**config.mk**
```make
export PLATFORM = sky130hd
export DESIGN_NAME = debug_display_mux
export DESIGN_NICKNAME = d
export VERILOG_FILES = /design/src/rtl/debug_display_mux.sv
export SDC_FILE = /design/constraint.sdc
export NUM_CORES = 2
export LEC_CHECK = 0
export BUFFER_PORTS_ARGS = -buffer_cell sky130_fd_sc_hd__buf_2
export CAP_MARGIN = 10
export CORE_UTILIZATION = 29
export CTS_BUF_LIST = sky130_fd_sc_hd__clkbuf_16
export DETAILED_ROUTE_END_ITERATION = 7
export SYNTH_ARGS = -nofsm -noshare
export SYNTH_HDL_FRONTEND = slang
export SYNTH_SLANG_ARGS = --single-unit
```
**constraint.sdc**
```tcl
create_clock -name clk -period 41 [get_ports clk]
set_input_delay 8.2 -clock clk [delete_from_list [all_inputs] [get_ports clk]]
set_output_delay 8.2 -clock clk [all_outputs]
set_load 0.03 [all_outputs]
```
**src/rtl/debug_display_mux.sv**
```systemverilog
// Debug display source selector: shadow register file, PC, write count and last write,
// chosen by debounced board switches. Define DEBUG_DISP_PC_HIST_EN for a 4-deep PC history.
module debug_display_mux #(
    parameter int DATA_W       = 32,
    parameter int ADDR_W       = 32,
    parameter int REG_ADDR_W   = 5,
    parameter int DEBOUNCE_CYC = 1000000
) (
    input  logic                  clk,
    input  logic                  rst,
    input  logic                  debug_reg_write_en,
    input  logic [REG_ADDR_W-1:0] debug_reg_write_addr,
    input  logic [DATA_W-1:0]     debug_reg_write_data,
    input  logic [ADDR_W-1:0]     debug_pc_addr,
    input  logic [7:0]            switch,
    output logic [DATA_W-1:0]     disp_data,
    output logic                  disp_update,
    output logic                  frozen
);
    localparam int NREG  = 1 << REG_ADDR_W;
    localparam int CNT_W = (DEBOUNCE_CYC > 1) ? $clog2(DEBOUNCE_CYC) : 1;
    localparam logic [CNT_W-1:0] CNT_MAX = CNT_W'(DEBOUNCE_CYC - 1);

    logic [7:0]            sw_meta_q, sw_sync_q, sw_cand_q, sw_stable_q;
    logic [7:0]            sw_cand_d, sw_stable_d;
    logic [CNT_W-1:0]      deb_cnt_q, deb_cnt_d;
    logic [DATA_W-1:0]     shadow_q [NREG];
    logic [DATA_W-1:0]     wr_cnt_q, wr_cnt_d;
    logic [DATA_W-1:0]     last_wr_q, last_wr_d;
    logic [ADDR_W-1:0]     pc_q;
    logic [ADDR_W-1:0]     pc_view;
    logic [DATA_W-1:0]     disp_data_q, disp_data_d, sel_data;
    logic                  disp_update_q, disp_update_d;
    logic                  wr_acc;
    logic [REG_ADDR_W-1:0] sel_idx;

    assign wr_acc  = debug_reg_write_en && (debug_reg_write_addr != '0);
    assign sel_idx = REG_ADDR_W'(sw_stable_q[4:0]);

    // The whole switch vector must hold still for DEBOUNCE_CYC cycles before it is accepted.
    always_comb begin
        sw_cand_d   = sw_cand_q;
        deb_cnt_d   = deb_cnt_q;
        sw_stable_d = sw_stable_q;
        if (sw_sync_q != sw_cand_q) begin
            sw_cand_d = sw_sync_q;
            deb_cnt_d = '0;
        end else if (deb_cnt_q != CNT_MAX) begin
            deb_cnt_d = deb_cnt_q + 1'b1;
        end
        if (deb_cnt_q == CNT_MAX) begin
            sw_stable_d = sw_cand_q;
        end
    end

`ifdef DEBUG_DISP_PC_HIST_EN
    logic [ADDR_W-1:0] pc_hist_q [4];

    always_ff @(posedge clk or posedge rst) begin
        if (rst) begin
            for (int i = 0; i < 4; i++) pc_hist_q[i] <= '0;
        end else if (debug_pc_addr != pc_q) begin
            pc_hist_q[0] <= pc_q;
            for (int i = 1; i < 4; i++) pc_hist_q[i] <= pc_hist_q[i-1];
        end
    end

    always_comb begin
        pc_view = pc_q;
        if (sw_stable_q[1:0] != 2'd0) begin
            pc_view = pc_hist_q[sw_stable_q[1:0] - 2'd1];
        end
    end
`else
    assign pc_view = pc_q;
`endif

    // Counter and last-write views include this cycle's write, matching the shadow write-through.
    always_comb begin
        wr_cnt_d  = wr_cnt_q + DATA_W'(wr_acc);
        last_wr_d = wr_acc ? debug_reg_write_data : last_wr_q;
        sel_data  = '0;
        unique case (sw_stable_q[7:6])
            2'b00: sel_data = (wr_acc && (debug_reg_write_addr == sel_idx)) ?
                              debug_reg_write_data : shadow_q[sel_idx];
            2'b01: sel_data = DATA_W'(pc_view);
            2'b10: sel_data = wr_cnt_d;
            default: sel_data = last_wr_d;
        endcase
        disp_data_d   = sw_stable_q[5] ? disp_data_q : sel_data;
        disp_update_d = (disp_data_d != disp_data_q);
    end

    always_ff @(posedge clk or posedge rst) begin
        if (rst) begin
            sw_meta_q     <= '0;
            sw_sync_q     <= '0;
            sw_cand_q     <= '0;
            sw_stable_q   <= '0;
            deb_cnt_q     <= '0;
            wr_cnt_q      <= '0;
            last_wr_q     <= '0;
            pc_q          <= '0;
            disp_data_q   <= '0;
            disp_update_q <= 1'b0;
        end else begin
            sw_meta_q     <= switch;
            sw_sync_q     <= sw_meta_q;
            sw_cand_q     <= sw_cand_d;
            sw_stable_q   <= sw_stable_d;
            deb_cnt_q     <= deb_cnt_d;
            wr_cnt_q      <= wr_cnt_d;
            last_wr_q     <= last_wr_d;
            pc_q          <= debug_pc_addr;
            disp_data_q   <= disp_data_d;
            disp_update_q <= disp_update_d;
        end
    end

    always_ff @(posedge clk or posedge rst) begin
        if (rst) begin
            for (int i = 0; i < NREG; i++) shadow_q[i] <= '0;
        end else if (wr_acc) begin
            shadow_q[debug_reg_write_addr] <= debug_reg_write_data;
        end
    end

    assign disp_data   = disp_data_q;
    assign disp_update = disp_update_q;
    assign frozen      = sw_stable_q[5];
endmodule

```
# ---- Word-level counts from Yosys, hierarchy flattened
# Index checks and enable logic that the tools add are counted.
# Widths: inputs -> output; s select.
dict set report word_totals {
  register_bits 1205
  latchBits 0
  mem_bits_rw 0
  mem_bits_ro 0
  input_bits 80
  output_inout_bits 34
  wordCells 74
  mem_count 0
}
dict set report classes {
  add_sub_neg 2
  mul 0
  n_div 0
  order_cmp 3
  eq_ne 7
  shifts 0
  muxes 12
  bitwise_logic 2
  reduce_logical 6
}
# cell count
set op_table {}
lappend op_table {{$bwmux 1024} 1}
lappend op_table {{$mux 32} 6}
lappend op_table {{$bmux 32 s5} 1}
lappend op_table {{$demux 32 s5} 1}
lappend op_table {{$pmux 32 s3} 1}
lappend op_table {{$mux 20} 2}
lappend op_table {{$add 32x1->32} 1}
lappend op_table {{$ne 32x32->1} 1}
lappend op_table {{$add 20x1->20 const B} 1}
lappend op_table {{$eq 20x20->1 const B} 1}
lappend op_table {{$ne 20x20->1 const B} 1}
lappend op_table {{$ge 6x6->1 const B} 2}
lappend op_table {{$not 5->6} 2}
lappend op_table {{$ne 8x8->1} 1}
lappend op_table {{$lt 6x1->1 const B} 1}
lappend op_table {{$eq 5x5->1} 1}
lappend op_table {{$reduce_bool 5->1} 1}
lappend op_table {{$logic_and 1x1->1} 3}
lappend op_table {{$eq 2x1->1 const B} 1}
lappend op_table {{$eq 2x2->1 const B} 1}
lappend op_table {{$logic_not 2->1} 1}
lappend op_table {{$reduce_bool 2->1} 1}

# ---- Longest topological paths before layout
dict set report depth {
  depth_word 8
  depth_mapped 18
  depth_no_buf 15
}

# ---- Worst setup path before layout
# No wires, ideal clock.
dict set report synth_timing {
  path_type {input to register}
  startpoint {in debug_reg_write_addr[2]}
  endpoint {reg disp_update_q (netlist: disp_update)}
  setup_ps 147
  arrival_time_ps 11849
  t_required_ps 40853
  setup_slack_ps 29005
  cell_stages 18
  n_path_buf 3
  cell_sequence {buf_2 > or3_1 > buf_2 > o21ai_4 > clkinv_1 > clkbuf_1 > ha_1 > ha_1 > nand4_1 > nor2_1 > xnor2_1 > nor4_1 > a311oi_1 > nand3_1 > or4_1 > nor4_1 > and4_1 > o2111ai_1}
}
dict set report synth_via {
  word_cells_on_any_way 10
  cone_classes {1 x add/sub; 2 x eq/ne; 4 x mux; 3 x reduce/logical}
}
# element line
set synth_lines {}
lappend synth_lines {{from (decl)} 12} ;# input logic [REG_ADDR_W-1:0] debug_reg_write_addr,
lappend synth_lines {{$reduce_bool 5->1} 37} ;# assign wr_acc = debug_reg_write_en && (debug_reg_write_addr != '0);
lappend synth_lines {{$logic_and 1x1->1} 37}
lappend synth_lines {{$add 32x1->32} 80} ;# wr_cnt_d = wr_cnt_q + DATA_W'(wr_acc);
lappend synth_lines {{net wr_cnt_d[8]} 28} ;# logic [DATA_W-1:0] wr_cnt_q, wr_cnt_d;
lappend synth_lines {{$pmux 32 s3} 83} ;# unique case (sw_stable_q[7:6])
lappend synth_lines {{$mux 32} 90} ;# disp_data_d = sw_stable_q[5] ? disp_data_q : sel_data;
lappend synth_lines {{$ne 32x32->1} 91} ;# disp_update_d = (disp_data_d != disp_data_q);
lappend synth_lines {{net disp_update_d} 33} ;# logic disp_update_q, disp_update_d;
lappend synth_lines {{to (signal assigned)} 116} ;# disp_update_q <= disp_update_d;
lappend synth_lines {{to (decl)} 33}
# The timed path passes the listed nets, and every way through them passes these cells.
# A chain may end at the register's enable or synchronous reset.

# ---- Worst setup path after layout
dict set report layout_timing {
  startpoint {in debug_reg_write_addr[3]}
  endpoint {reg disp_update_q (netlist: disp_update)}
}
# The elaborated chain is that of the path after synthesis.

==> results_dict.tcl <==
set metrics [dict create \
    run_status "finished clean" \
    die_w_um 438 \
    crit_type "in -> reg" \
    cts_setup_buffers 0 \
    ios 114 \
    tns_ns 0 \
    grt_util_met1_pct 25.5 \
    htreeDepth 4 \
    start_kind "input pin" \
    syn-num-nets 4079 \
    period_share_pct 31.8 \
    drc 0 \
    vias 34900 \
    critPathRequiredTime_ns 41.62 \
    synth-async-reset-ratio_pct 100 \
    use_met2_pct 29.4 \
    busiest_layer "met2" \
    fmax_mhz 76.7 \
    synthSimpleGateAreaFrac_pct 5.07 \
    core_area_mm2 0.188 \
    routedWlPerCell_um 27.6 \
    end_kind "flip-flop" \
    p_sw_share_pct 24.8 \
    vdd_drop_max_uv 47.0 \
    path_cells "buf_2 > or3_1 > o21ai_4 > buf_4 > clkinv_1 > ha_1 > ha_1 > nand4_1 > nor2_1 > xnor2_1 > nor4_1 > a311oi_1 > nand3_1 > or4_1 > nor4_1 > and4_1 > o2111ai_1" \
    met3_usage_pct 3.59 \
    cts_max_path_buffers 3 \
    synth_area_mm2 0.0552 \
    worstPathMaxFanout 33 \
    drv_slew 0 \
    synth_top_cell_by_area "dfrtp_1" \
    grt_pass1_vias 35700 \
    post-dp-hpwl_mm 110 \
    synthAdderAreaFrac_pct 0.0680 \
    cts.hold.buffers_added 0 \
    hold_violations 0 \
    clkSinkCount 1205 \
    synth_xor_xnor_area_share_pct 0.936 \
    routed_wl_mm 181 \
    synth_area_leaders "dfrtp_1 (55%), mux2_2 (21%), mux4_2 (7.5%), mux2i_1 (3.1%), clkbuf_1 (1.8%)" \
    grt_first_pass_wirelength_mm 262 \
    io_buffers 113 \
    max_stage_delay_ns 0.67 \
    cts_resized 0 \
    synth_top_family_by_area "multiplexers" \
    maxCapViolations 0 \
    synth_top_area_share_pct 54.6 \
    clock_latency_ns 0.78 \
    synth_cell_types 86 \
    min_path_type "reg -> reg" \
    tightest_slew_ns 1.29 \
    detail-route-antenna-nets 0 \
    layout.cells.most_common "dfrtp_1" \
    grt_setup_unrepaired "no" \
    cts_tree "yes" \
    cpMaxStageDelayCell "or3_1" \
    viasPerCell 5.33 \
    final_cell_mix "dfrtp_1 (1198), mux2_2 (1006), nand2_1 (186), mux4_2 (184), mux2i_1 (171)" \
    p_sw_mw 0.740 \
    rows 159 \
    p_int_mw 2.24 \
    power-per-cell-area_mw_per_mm2 47.9 \
    dp_slack_ns 27.25 \
    ys.flop_type "dfrtp_1" \
    pwr-share-comb_pct 11.6 \
    seqPwrFrac_pct 50.0 \
    setup_viol 0 \
    fin_ws_ns 27.96 \
    ys_warn_count 0 \
    cts_root_buffer "clkbuf_16" \
    drive_above_1_share_pct 40.1 \
    synth_mux_area_share_pct 31.2 \
    hold_ws_ns 0.347 \
    grt_overflow 0 \
    slew_headroom_pct 11.7 \
    period_needed_ns 13.04 \
    clkPwrFrac_pct 38.4 \
    syn-instance-count 3996 \
    synth_edf_count 0 \
    finalNetCount 4041 \
    start_util_pct 29.3 \
    p_leak_nw 26.8 \
    areaGrowthSynthToFinish_pct 12.9 \
    worstPathArrival_ns 13.66 \
    finalWeightedCongestion 0.938 \
    grt_max_degree 174 \
    dieArea_mm2 0.192 \
    die_height_um 438 \
    antenna_found_initial 16 \
    grt_use_total_pct 18.7 \
    synth_area_per_cell_um2 13.8 \
    synth-seq-cells 1205 \
    drt_pass1_iterations 5 \
    path_clk_slew_ns 0.06 \
    synth_compound_area_share_pct 4.91 \
    synth-seq-area-share_pct 54.6 \
    first_iter_violations 3341 \
    cts_made_buffers 133 \
    finClkSkew_ns 0.0337 \
]
==> worst paths after layout <==
check	slack, ns	start	to	cells after the start
worst min register to register	0.35	sw_meta_q[2]$_DFF_PP0_	sw_sync_q[2]$_DFF_PP0_	0
worst min-delay path	0.35	sw_meta_q[2]$_DFF_PP0_	sw_sync_q[2]$_DFF_PP0_	0
worst max register to register	34.37	sw_stable_q[0]$_DFFE_PP0N_	disp_update$_DFF_PP0_	14
max in group asynchronous	29.39	rst	shadow_q[87]$_DFFE_PP0P_	6
worst max-delay path	27.96	debug_reg_write_addr[3]	disp_update$_DFF_PP0_	17
min in group asynchronous	7.50	rst	shadow_q[735]$_DFFE_PP0P_	2
==> synthesized netlist by cell type (21+ instances only) <==
cell type and number:
dfrtp_1 1205, clkbuf_1 262, nor2_1 113, mux2i_1 171
nand3_1 70, nand4_1 25, xnor2_1 26, nor3_1 27
a21oi_1 43, nand2_1 195, o21ai_0 74, inv_1 34
nor2b_1 26, buf_1 23, mux2_2 1006, buf_2 60
o22ai_1 21, mux4_2 184, xor2_1 33, a22oi_1 65
==> stage by stage <==
stage	cells	util [%]	total power, mW	instance area (um2)
final	6553	33.1	2.98	62300
after global routing	6551	33.1	3.10	62300
after CTS	6550	33.1	3.00	62300
after detailed placement	6317	30.9	1.86	58200
after global placement	6316	30.9	1.83	58200
after floorplan	3996	-	1.77	55200
==> routing by layer <==
metal / vias to the layer above / wire, um
li1: 14500 / -
met1: 18900 / 79400
met2: 1138 / 83800
met3: 289 / 11400
met4: 16 / 6100
met5: - / 117
==> power by group through the flow <==
stage               Combinational [mW]  Clock, mW  Sequential, mW
floorplan                        0.282          0            1.49
global placement                 0.335          0            1.50
detailed placement               0.347          0            1.51
CTS                              0.348       1.17            1.49
global route                     0.375       1.21            1.51
finish                           0.345       1.14            1.49
==> cell type report <==
class / count / area [um2]
antenna: 2 / 5.00
clock buffer: 138 / 3450
clock inverter: 95 / 627
fill: 18400 / 126000
inverter: 36 / 139
multi-input combinational: 2380 / 23500
sequential: 1205 / 30200
tap: 2495 / 3120
timing repair buffer: 202 / 1320
==> registers in the layout (all words and copies together) (netlist names), 8 cells and up <==
| signal | count |
|---|---|
| shadow_q | 1024 |
| disp_data | 32 |
| last_wr_q | 32 |
| pc_q | 32 |
| wr_cnt_q | 32 |
| deb_cnt_q | 20 |
| sw_cand_q | 8 |
| sw_meta_q | 8 |
| sw_stable_q | 8 |
| sw_sync_q | 8 |
==> critical path, delay by kind of cell <==
family	cells	cell delay, ns
AND/OR/NAND/NOR	8	2.50
buffers and inverters	3	1.21
adder cells (fa/ha/maj)	2	0.74
AO/OA/AOI/OAI	3	0.62
XOR/XNOR	1	0.34
==> logic make-up after synthesis <==
family,count (synthesis)
flops,1205
fa+ha+maj,3
compound gates,381
xor+xnor,59
simple gates,574
buf+inv,411
mux,1363
Note: power is estimated with default switching activity, not from simulation.
